File: src/rtl/sram_arb_pkg.sv
// Shared types and default widths for the SRAM arbiter controller.
// Optional per-requester grant counters are enabled with SRAM_ARB_PERF_EN.
package sram_arb_pkg;

    localparam int unsigned DEF_NUM_REQ    = 2;
    localparam int unsigned DEF_ADDR_WIDTH = 10;
    localparam int unsigned DEF_DATA_WIDTH = 32;
    localparam int unsigned PERF_CNT_W     = 16;

    typedef enum logic [0:0] {
        ST_INIT = 1'b0,
        ST_RUN  = 1'b1
    } state_e;

endpackage

File: src/rtl/sram_arb_rr.sv
// Combinational round-robin grant: the search starts one slot after ptr and wraps.
// Produces a one-hot grant plus its binary index; the pointer register lives in the caller.
module sram_arb_rr #(
    parameter  int unsigned NUM_REQ = 2,
    localparam int unsigned IDX_W   = $clog2(NUM_REQ)
) (
    input  logic [NUM_REQ-1:0] req,
    input  logic [IDX_W-1:0]   ptr,
    output logic [NUM_REQ-1:0] gnt,
    output logic [IDX_W-1:0]   gnt_idx
);

    logic        found;
    int unsigned cand;

    always_comb begin
        gnt     = '0;
        gnt_idx = '0;
        found   = 1'b0;
        cand    = 0;
        for (int unsigned off = 1; off <= NUM_REQ; off++) begin
            cand = (32'(ptr) + off) % NUM_REQ;
            if (!found && req[cand[IDX_W-1:0]]) begin
                found   = 1'b1;
                gnt     = NUM_REQ'(1) << cand;
                gnt_idx = IDX_W'(cand);
            end
        end
    end

endmodule

File: src/rtl/sram_arb_ctrl.sv
// Round-robin front end for a single-port SRAM macro: zero sweep after reset, registered
// macro drive and 2-edge read latency. Define SRAM_ARB_PERF_EN for per-requester grant counters.
module sram_arb_ctrl
    import sram_arb_pkg::*;
#(
    parameter int unsigned NUM_REQ    = DEF_NUM_REQ,
    parameter int unsigned ADDR_WIDTH = DEF_ADDR_WIDTH,
    parameter int unsigned DATA_WIDTH = DEF_DATA_WIDTH,
    parameter int unsigned RAM_DEPTH  = 1 << ADDR_WIDTH
) (
    input  logic                             clk,
    input  logic                             rst_n,
    input  logic [NUM_REQ-1:0]               req_valid,
    output logic [NUM_REQ-1:0]               req_ready,
    input  logic [NUM_REQ-1:0]               req_we,
    input  logic [NUM_REQ*ADDR_WIDTH-1:0]    req_addr,
    input  logic [NUM_REQ*DATA_WIDTH-1:0]    req_wdata,
    output logic [NUM_REQ-1:0]               rsp_valid,
    output logic [DATA_WIDTH-1:0]            rsp_rdata,
    output logic                             init_done,
    output logic                             sram_we,
    output logic                             sram_wmask,
    output logic [ADDR_WIDTH-1:0]            sram_addr,
    output logic [DATA_WIDTH-1:0]            sram_din,
    input  logic [DATA_WIDTH-1:0]            sram_dout,
    output logic [NUM_REQ*PERF_CNT_W-1:0]    perf_grant_cnt
);

    localparam int unsigned           IDX_W     = $clog2(NUM_REQ);
    localparam logic [ADDR_WIDTH-1:0] LAST_ADDR = ADDR_WIDTH'(RAM_DEPTH - 1);
    localparam logic [IDX_W-1:0]      PTR_RST   = IDX_W'(NUM_REQ - 1);

    state_e                 state_q, state_d;
    logic [ADDR_WIDTH-1:0]  init_addr_q, init_addr_d;
    logic                   init_done_q, init_done_d;
    logic [IDX_W-1:0]       rr_ptr_q, rr_ptr_d;

    logic                   s1_valid_q, s1_valid_d;
    logic                   s1_we_q, s1_we_d;
    logic [ADDR_WIDTH-1:0]  s1_addr_q, s1_addr_d;
    logic [DATA_WIDTH-1:0]  s1_din_q, s1_din_d;
    logic [IDX_W-1:0]       s1_id_q, s1_id_d;
    logic                   s2_valid_q, s2_valid_d;
    logic [IDX_W-1:0]       s2_id_q, s2_id_d;

    logic [NUM_REQ-1:0]     gnt_c;
    logic [IDX_W-1:0]       gnt_idx_c;
    logic                   sel_we_c;
    logic [ADDR_WIDTH-1:0]  sel_addr_c;
    logic [DATA_WIDTH-1:0]  sel_wdata_c;

    sram_arb_rr #(.NUM_REQ(NUM_REQ)) u_rr (
        .req     (req_valid),
        .ptr     (rr_ptr_q),
        .gnt     (gnt_c),
        .gnt_idx (gnt_idx_c)
    );

    assign req_ready = (state_q == ST_RUN) ? gnt_c : '0;

    // Payload mux for the granted requester; gnt_c is one-hot or zero.
    always_comb begin
        sel_we_c    = 1'b0;
        sel_addr_c  = '0;
        sel_wdata_c = '0;
        for (int unsigned i = 0; i < NUM_REQ; i++) begin
            if (gnt_c[i]) begin
                sel_we_c    = req_we[i];
                sel_addr_c  = req_addr[i*ADDR_WIDTH +: ADDR_WIDTH];
                sel_wdata_c = req_wdata[i*DATA_WIDTH +: DATA_WIDTH];
            end
        end
    end

    always_comb begin
        state_d     = state_q;
        init_addr_d = init_addr_q;
        init_done_d = init_done_q;
        rr_ptr_d    = rr_ptr_q;
        s1_valid_d  = 1'b0;
        s1_we_d     = s1_we_q;
        s1_addr_d   = s1_addr_q;
        s1_din_d    = s1_din_q;
        s1_id_d     = s1_id_q;
        s2_valid_d  = s1_valid_q & ~s1_we_q & (state_q == ST_RUN);
        s2_id_d     = s1_id_q;
        case (state_q)
            ST_INIT: begin
                s1_valid_d  = 1'b1;
                s1_we_d     = 1'b1;
                s1_addr_d   = init_addr_q;
                s1_din_d    = '0;
                s1_id_d     = '0;
                init_addr_d = init_addr_q + ADDR_WIDTH'(1);
                if (init_addr_q == LAST_ADDR) begin
                    state_d     = ST_RUN;
                    init_done_d = 1'b1;
                end
            end
            ST_RUN: begin
                if (|gnt_c) begin
                    s1_valid_d = 1'b1;
                    s1_we_d    = sel_we_c;
                    s1_addr_d  = sel_addr_c;
                    s1_din_d   = sel_wdata_c;
                    s1_id_d    = gnt_idx_c;
                    rr_ptr_d   = gnt_idx_c;
                end
            end
            default: state_d = ST_INIT;
        endcase
    end

    always_ff @(posedge clk) begin
        if (!rst_n) begin
            state_q     <= ST_INIT;
            init_addr_q <= '0;
            init_done_q <= 1'b0;
            rr_ptr_q    <= PTR_RST;
            s1_valid_q  <= 1'b0;
            s1_we_q     <= 1'b0;
            s1_addr_q   <= '0;
            s1_din_q    <= '0;
            s1_id_q     <= '0;
            s2_valid_q  <= 1'b0;
            s2_id_q     <= '0;
        end else begin
            state_q     <= state_d;
            init_addr_q <= init_addr_d;
            init_done_q <= init_done_d;
            rr_ptr_q    <= rr_ptr_d;
            s1_valid_q  <= s1_valid_d;
            s1_we_q     <= s1_we_d;
            s1_addr_q   <= s1_addr_d;
            s1_din_q    <= s1_din_d;
            s1_id_q     <= s1_id_d;
            s2_valid_q  <= s2_valid_d;
            s2_id_q     <= s2_id_d;
        end
    end

    assign sram_we    = s1_valid_q & s1_we_q;
    assign sram_wmask = 1'b1;
    assign sram_addr  = s1_addr_q;
    assign sram_din   = s1_din_q;
    assign init_done  = init_done_q;
    assign rsp_valid  = s2_valid_q ? (NUM_REQ'(1) << s2_id_q) : '0;
    assign rsp_rdata  = sram_dout;

`ifdef SRAM_ARB_PERF_EN
    logic [NUM_REQ-1:0][PERF_CNT_W-1:0] perf_q, perf_d;

    // Saturating per-requester acceptance counters; req_ready is already gated to RUN.
    always_comb begin
        perf_d = perf_q;
        for (int unsigned i = 0; i < NUM_REQ; i++) begin
            if (req_ready[i] && (perf_q[i] != '1)) begin
                perf_d[i] = perf_q[i] + PERF_CNT_W'(1);
            end
        end
    end

    always_ff @(posedge clk) begin
        if (!rst_n) begin
            perf_q <= '0;
        end else begin
            perf_q <= perf_d;
        end
    end

    assign perf_grant_cnt = perf_q;
`else
    assign perf_grant_cnt = '0;
`endif

endmodule

File: config.mk
export PLATFORM = sky130hd
export DESIGN_NAME = sram_arb_ctrl
export DESIGN_NICKNAME = d
export VERILOG_FILES = /design/src/rtl/sram_arb_pkg.sv /design/src/rtl/sram_arb_rr.sv /design/src/rtl/sram_arb_ctrl.sv
export SDC_FILE = /design/constraint.sdc
export NUM_CORES = 1
export LEC_CHECK = 0
export ABC_AREA = 1
export CAP_MARGIN = 20
export CORE_ASPECT_RATIO = 0.75
export CORE_MARGIN = 5
export CORE_UTILIZATION = 36
export CTS_CLUSTER_SIZE = 24
export DETAILED_ROUTE_END_ITERATION = 6
export GPL_TIMING_DRIVEN = 0
export PLACE_DENSITY = 0.78
export SLEW_MARGIN = 30
export SYNTH_ARGS = -nofsm -noshare
export SYNTH_HDL_FRONTEND = slang
export SYNTH_HIERARCHICAL = 1
export SYNTH_SLANG_ARGS = --single-unit
export TNS_END_PERCENT = 50
File: constraint.sdc
create_clock -name clk -period 1.95 [get_ports clk]
set_input_delay 0.195 -clock clk [delete_from_list [all_inputs] [get_ports clk]]
set_output_delay 0.195 -clock clk [all_outputs]
set_load 0.01 [all_outputs]
### Word-level counts from Yosys, hierarchy flattened

Index checks and enable logic that the tools add are counted.

| storage, ports and cells | value |
|---|---|
| register bits | 60 |
| bits in latches | 0 |
| memory bits (writable) | 0 |
| bits in read-only memories | 0 |
| input port bits | 122 |
| memories kept | 0 |

| cells by class | value |
|---|---|
| $add $sub $neg | 3 |
| multipliers | 0 |
| div/mod/pow operators | 0 |
| $lt $le $gt $ge | 2 |
| eq/ne operators | 2 |
| shifts and indexed selects | 3 |
| muxes and demuxes | 29 |
| bitwise gates (word level) | 5 |
| reduce and logical (&&, ||, !) cells | 5 |

Operator list:

| kind | count |
|---|---|
| 32-bit two-way mux | 3 |
| 32-bit case mux with 2 select lines | 1 |
| 10-bit two-way mux | 3 |
| 10-bit case mux with 2 select lines | 1 |
| 1-bit two-way mux | 14 |
| 10-bit by 1-bit adder with 10-bit output, second input constant | 1 |
| 10-bit == test, second input constant | 1 |
| 2-bit two-way mux | 4 |
| 1-bit case mux with 2 select lines | 3 |
| 1-bit by 1-bit left shift with 2-bit output, first input constant | 3 |
| 1-bit by 2-bit less-than comparator with 1-bit output, second input constant | 2 |
| 2-bit AND reduction | 2 |
| 1-bit AND | 3 |
| 1-bit adder, second input constant | 2 |
| 2-bit by 1-bit inequality test with 1-bit output, second input constant | 1 |
| 1-bit NOT | 2 |
| 2-bit OR reduction | 1 |
| 1-bit logical AND | 1 |
| 1-bit zero test | 1 |

### Longest topological paths before layout

| logic depth | value |
|---|---|
| depth after elaboration | 11 |
| depth in mapped cells | 10 |
| mapped depth without buffers | 8 |

### Cells and area by module

The synthesis kept the hierarchy.

Modules (own cells, without submodules):

| module | instances | cells an instance | area an instance (sq um) |
|---|---|---|---|
| sram_arb_ctrl | 1 | 520 | 3499.6 |
| sram_arb_rr | 1 | 5 | 35.0 |

### Least setup slack after synthesis

Ideal clock, no wire load.

| timing | value |
|---|---|
| path type | reg-to-reg |
| from | register rr_ptr_q |
| to | register s1_addr_q[0], in the netlist sram_addr[0] |
| library setup time | 0.120 ns |
| arrival time | 1.279 ns |
| required time | 1.830 ns |
| path slack | 0.552 ns |
| cell stages (with the launch flop) | 10 |
| buffers on the path | 3 |
| clock period less this slack | 1.398 ns |
| path through | dfxtp_1 -> a21boi_2 -> buf_4 -> buf_2 -> buf_2 -> inv_1 -> nand2_1 -> nor2_1 -> a21oi_1 -> a21oi_1 |

| between the ends | value |
|---|---|
| elaborated cells between the ends (all ways) | 19 |

RTL lines:

| item | RTL line | text |
|---|---|---|
| from (decl) | sram_arb_ctrl.sv:36 | `logic [IDX_W-1:0] rr_ptr_q, rr_ptr_d;` |
| from (signal assigned) | sram_arb_ctrl.sv:131 | `rr_ptr_q <= rr_ptr_d;` |
| 1-bit adder | sram_arb_rr.sv:22 | `cand = (32'(ptr) + off) % NUM_REQ;` |
| 1-bit two-way mux (not written as such) (2 in series) | sram_arb_rr.sv:23 | `if (!found && req[cand[IDX_W-1:0]]) begin` |
| 1-bit two-way mux | sram_arb_rr.sv:23 |  |
| 1-bit zero test | sram_arb_rr.sv:23 |  |
| 1-bit logical AND | sram_arb_rr.sv:23 |  |
| 2-bit two-way mux * | sram_arb_rr.sv:23 |  |
| named net gnt_c[1] | sram_arb_ctrl.sv:46 | `logic [NUM_REQ-1:0] gnt_c;` |
| 10-bit two-way mux | sram_arb_ctrl.sv:67 | `if (gnt_c[i]) begin` |
| 10-bit two-way mux | sram_arb_ctrl.sv:101 | `if (\|gnt_c) begin` |
| 10-bit case mux with 2 select lines | sram_arb_ctrl.sv:87 | `case (state_q)` |
| to (signal assigned) | sram_arb_ctrl.sv:134 | `s1_addr_q <= s1_addr_d;` |
| to (decl) | sram_arb_ctrl.sv:40 | `logic [ADDR_WIDTH-1:0] s1_addr_q, s1_addr_d;` |

Mark *: on every way through the listed nets, which the timed path passes. The rest lies on a longest branch. The select of a mux whose other input is x is not followed.
A chain may end at the register's enable or synchronous reset.

### Final worst setup path

| timing | value |
|---|---|
| from | input port req_valid[1] |
| to | output port req_ready[1] |

| between the ends | value |
|---|---|
| longest elaborated chain between the ends | 7 |
| elaborated cells between the ends (all ways) | 10 |

Ends and longest elaborated chain:

| item | RTL line | text |
|---|---|---|
| from (decl) | sram_arb_ctrl.sv:13 | `input logic [NUM_REQ-1:0] req_valid,` |
| 1-bit two-way mux (not written as such) (2 in series) | sram_arb_rr.sv:23 |  |
| 1-bit two-way mux | sram_arb_rr.sv:23 |  |
| 1-bit zero test | sram_arb_rr.sv:23 |  |
| 1-bit logical AND | sram_arb_rr.sv:23 |  |
| 2-bit two-way mux * | sram_arb_rr.sv:23 |  |
| named net gnt_c[1] | sram_arb_ctrl.sv:46 |  |
| 2-bit two-way mux * | sram_arb_ctrl.sv:59 | `assign req_ready = (state_q == ST_RUN) ? gnt_c : '0;` |
| to (decl) | sram_arb_ctrl.sv:14 | `output logic [NUM_REQ-1:0] req_ready,` |

Marks and branches as above.

==> flow_summary.ini <==
[power]
vdd_drop_max_uv = 404
power.leakage_nw = 2.57
p_per_area_nw_per_um2 = 608
fin_total_pwr_mw = 3.56

[min_path]
hold-path-endpoint = s1_we_q
hold_start = req_we[1]
hp-class = in2reg
min_path_cells = 3

[cells_and_area]
final_nets = 859
nFillCells = 884
antennaDiodeCount = 0
syn_to_final_growth_pct = 65.5
final_cell_mix = nand2_1 (203), clkdlybuf4s50_1 (168), buf_4 (70), dfxtp_1 (59), conb_1 (33)
layout_commonest_cell = nand2_1
drive_above_1_share = 0.197
multi_input_area_um2 = 1700
register_area_um2 = 1200

[die]
die_w_um = 124
fp.dieH_um = 95.8
coreArea_um2 = 9620
pin_count = 235
start_util = 0.367
rows = 31
fp.dieArea_um2 = 11900

[clock_network]
cts_tree = yes
ctsRootBufferMaster = clkbuf_16
path_clk_slew_ns = 0.05
cts_sinks = 60
h-tree-depth = 3
cts_hold_buf = 0
insertion_delay_ns = 0.33
cts_buffers = 9
ctsLongestPathBuffers = 2

[synth]
synth_compound_area_frac = 0.124
synth_top_family_by_area = simple AND/OR/NAND/NOR gates
synth_xor_area_frac = 0
yosys.cell_types.count = 24
syn_avg_cell_area_um2 = 6.73
syn_area_um2 = 3530
yosys.area_share.simple = 0.318
muxShareOfSynthArea = 0
synthFlopType = dfxtp_1
ys_ff_latch = 60
seq_area_frac_synth = 0.340
synthArstFlopShare = 0
synthesis.instances = 525
yosys_warnings = 6
synth_edf_count = 0
synthAdderAreaFrac = 0.00354

[drt]
drc = 0
first_pass_iters = 4
totalWireLength_um = 11200
ant_nets = 0
vias = 3817
drt_iter0_drc = 125
wire_per_inst_um = 12.9
via_per_inst = 4.37

[placement]
pre_cts_ws_ns = -0.302
place.gp.congestion = 0.880
io_buffer_count = 169
dpl.hpwl_um = 9070

[worst_setup_path]
cp_slowest_cell = clkdlybuf4s50_1
cp_max_fo = 7
path_delay_family = buffers and inverters
cp_cell_sequence = clkdlybuf4s50_1, a21boi_2, buf_4, nand2_1, inv_1, dlygate4sd2_1
required_ns = 1.75
r2r_start = rr_ptr_q
path_class = in2out
worstSetupEndpointType = primary output
reg2reg_depth = 11
arrival_ns = 1.65
critPathLaunchType = input pin
regToRegSetupSlack_ns = 0.31
path_buf_inv = 4
slowest_delay_ns = 0.53
r2r-end = sram_din[0]

[grt]
grt_max_degree = 11
grt_pass1_vias = 3771
overflow = 0
antenna_found_initial = 0
track_usage = 0.181
grt_pass1_wl_um = 17500

[sta]
setup_slack_ns = 0.106
finalHoldWorstSlack_ns = 0.438
rsz0062_at_grt = false
skew_ns = 0.00319
fin_crit_sh = 0.946
worst_slew_pin_slew_ns = 0.686
final_hold_viol_count = 0
fmax_ghz = 0.542
max_slew_margin = 0.543
setup_viol = 0
finalCriticalPeriod_ns = 1.84
maxSlewViolCount = 0

[status]
status = completed

[run]
maxCapViolations = 0
## where the power goes
group / internal, mW / switching [mW]
Combinational: 0.368 / 0.235
Sequential: 1.24 / 0.00806
Clock: 1.15 / 0.555
## final cells by class
cell class	instances	area share
Multi-Input combinational cell	378	0.291
Clock inverter	4	0.0124
Clock buffer	12	0.0421
Buffer	91	0.114
Tap cell	132	0.0282
Sequential cell	60	0.206
Timing Repair Buffer	170	0.290
Inverter	26	0.0167
## layer usage
metal / vias up / GRT usage / routed length [um]
li1: 1950 / - / -
met3: 8 / 0.0788 / 959
met5: - / 0 / 0
met4: 0 / 0.0611 / 102
met1: 1738 / 0.193 / 4420
met2: 121 / 0.326 / 5760
## registers in the layout (all words and copies together) (netlist names)
| signal | cells |
|---|---|
| rr_ptr_q | 1 |
| s1_id_q | 1 |
| sram_addr | 10 |
| init_addr_q | 10 |
| s1_valid_q | 1 |
| s2_valid_q | 1 |
| init_done | 1 |
| s2_id_q | 1 |
| sram_din | 32 |
| state_q | 1 |
| s1_we_q | 1 |
## synthesized netlist by cell type (3+ instances only)
library cell / count / share of area
nand4_1: 3 / 0.0053
nand2_1: 203 / 0.22
inv_1: 24 / 0.025
nor2_1: 31 / 0.033
a21oi_2: 21 / 0.052
dfxtp_1: 60 / 0.34
buf_4: 69 / 0.15
buf_1: 3 / 0.0032
nand3_1: 12 / 0.017
a21oi_1: 27 / 0.038
clkbuf_1: 7 / 0.0074
nand2_2: 21 / 0.037
buf_2: 10 / 0.014
o21ai_0: 20 / 0.028
## how the worst max path moves through the flow
stage | to | slack (ns) | depth (start not counted) | start
final | req_ready[1] | 0.11 | 6 | req_valid[1]
after global routing | req_ready[1] | 0.02 | 6 | req_valid[1]
after floorplan | sram_addr[0] | 0.55 | 9 | rr_ptr_q
after CTS | req_ready[0] | 0.005 | 5 | state_q
after detailed placement | req_ready[1] | -0.30 | 7 | req_valid[1]
after global placement | req_ready[1] | -0.26 | 7 | req_valid[1]
## repair_timing
action,in CTS,in global routing
gates resized for setup,6,2
pin swaps,0,1
setup endpoints to repair,2,1
setup buffers,0,1
## kinds of logic after synthesis
logic type / Yosys count
AOI/OAI and AO/OA: 70
adders and majority gates: 1
buffers and inverters: 118
DFF: 60
other: 2
and+or+nand+nor: 274
## per-stage QoR
step | instance area [um2] | std cells | TNS (ns) | util
after floorplan | 3650 | 556 | 0 | -
after global placement | 5510 | 857 | -3.23 | 0.573
after detailed placement | 5510 | 857 | -5.07 | 0.573
after CTS | 5840 | 872 | 0 | 0.607
after global routing | 5850 | 873 | 0 | 0.608
final | 5850 | 873 | 0 | 0.608
## worst register-to-register path, stage by stage, from the launching register on
cell and delay, ns:
dfxtp_1 0.37, inv_1 0.09, a21oi_4 0.19, buf_4 0.16
inv_2 0.04, nor2_4 0.08, buf_6 0.17, buf_12 0.15
nand2_2 0.05, nand2_1 0.07, nand2_1 0.06, a21oi_2 0.13
No activity file was read; power rests on OpenSTA's default activity.
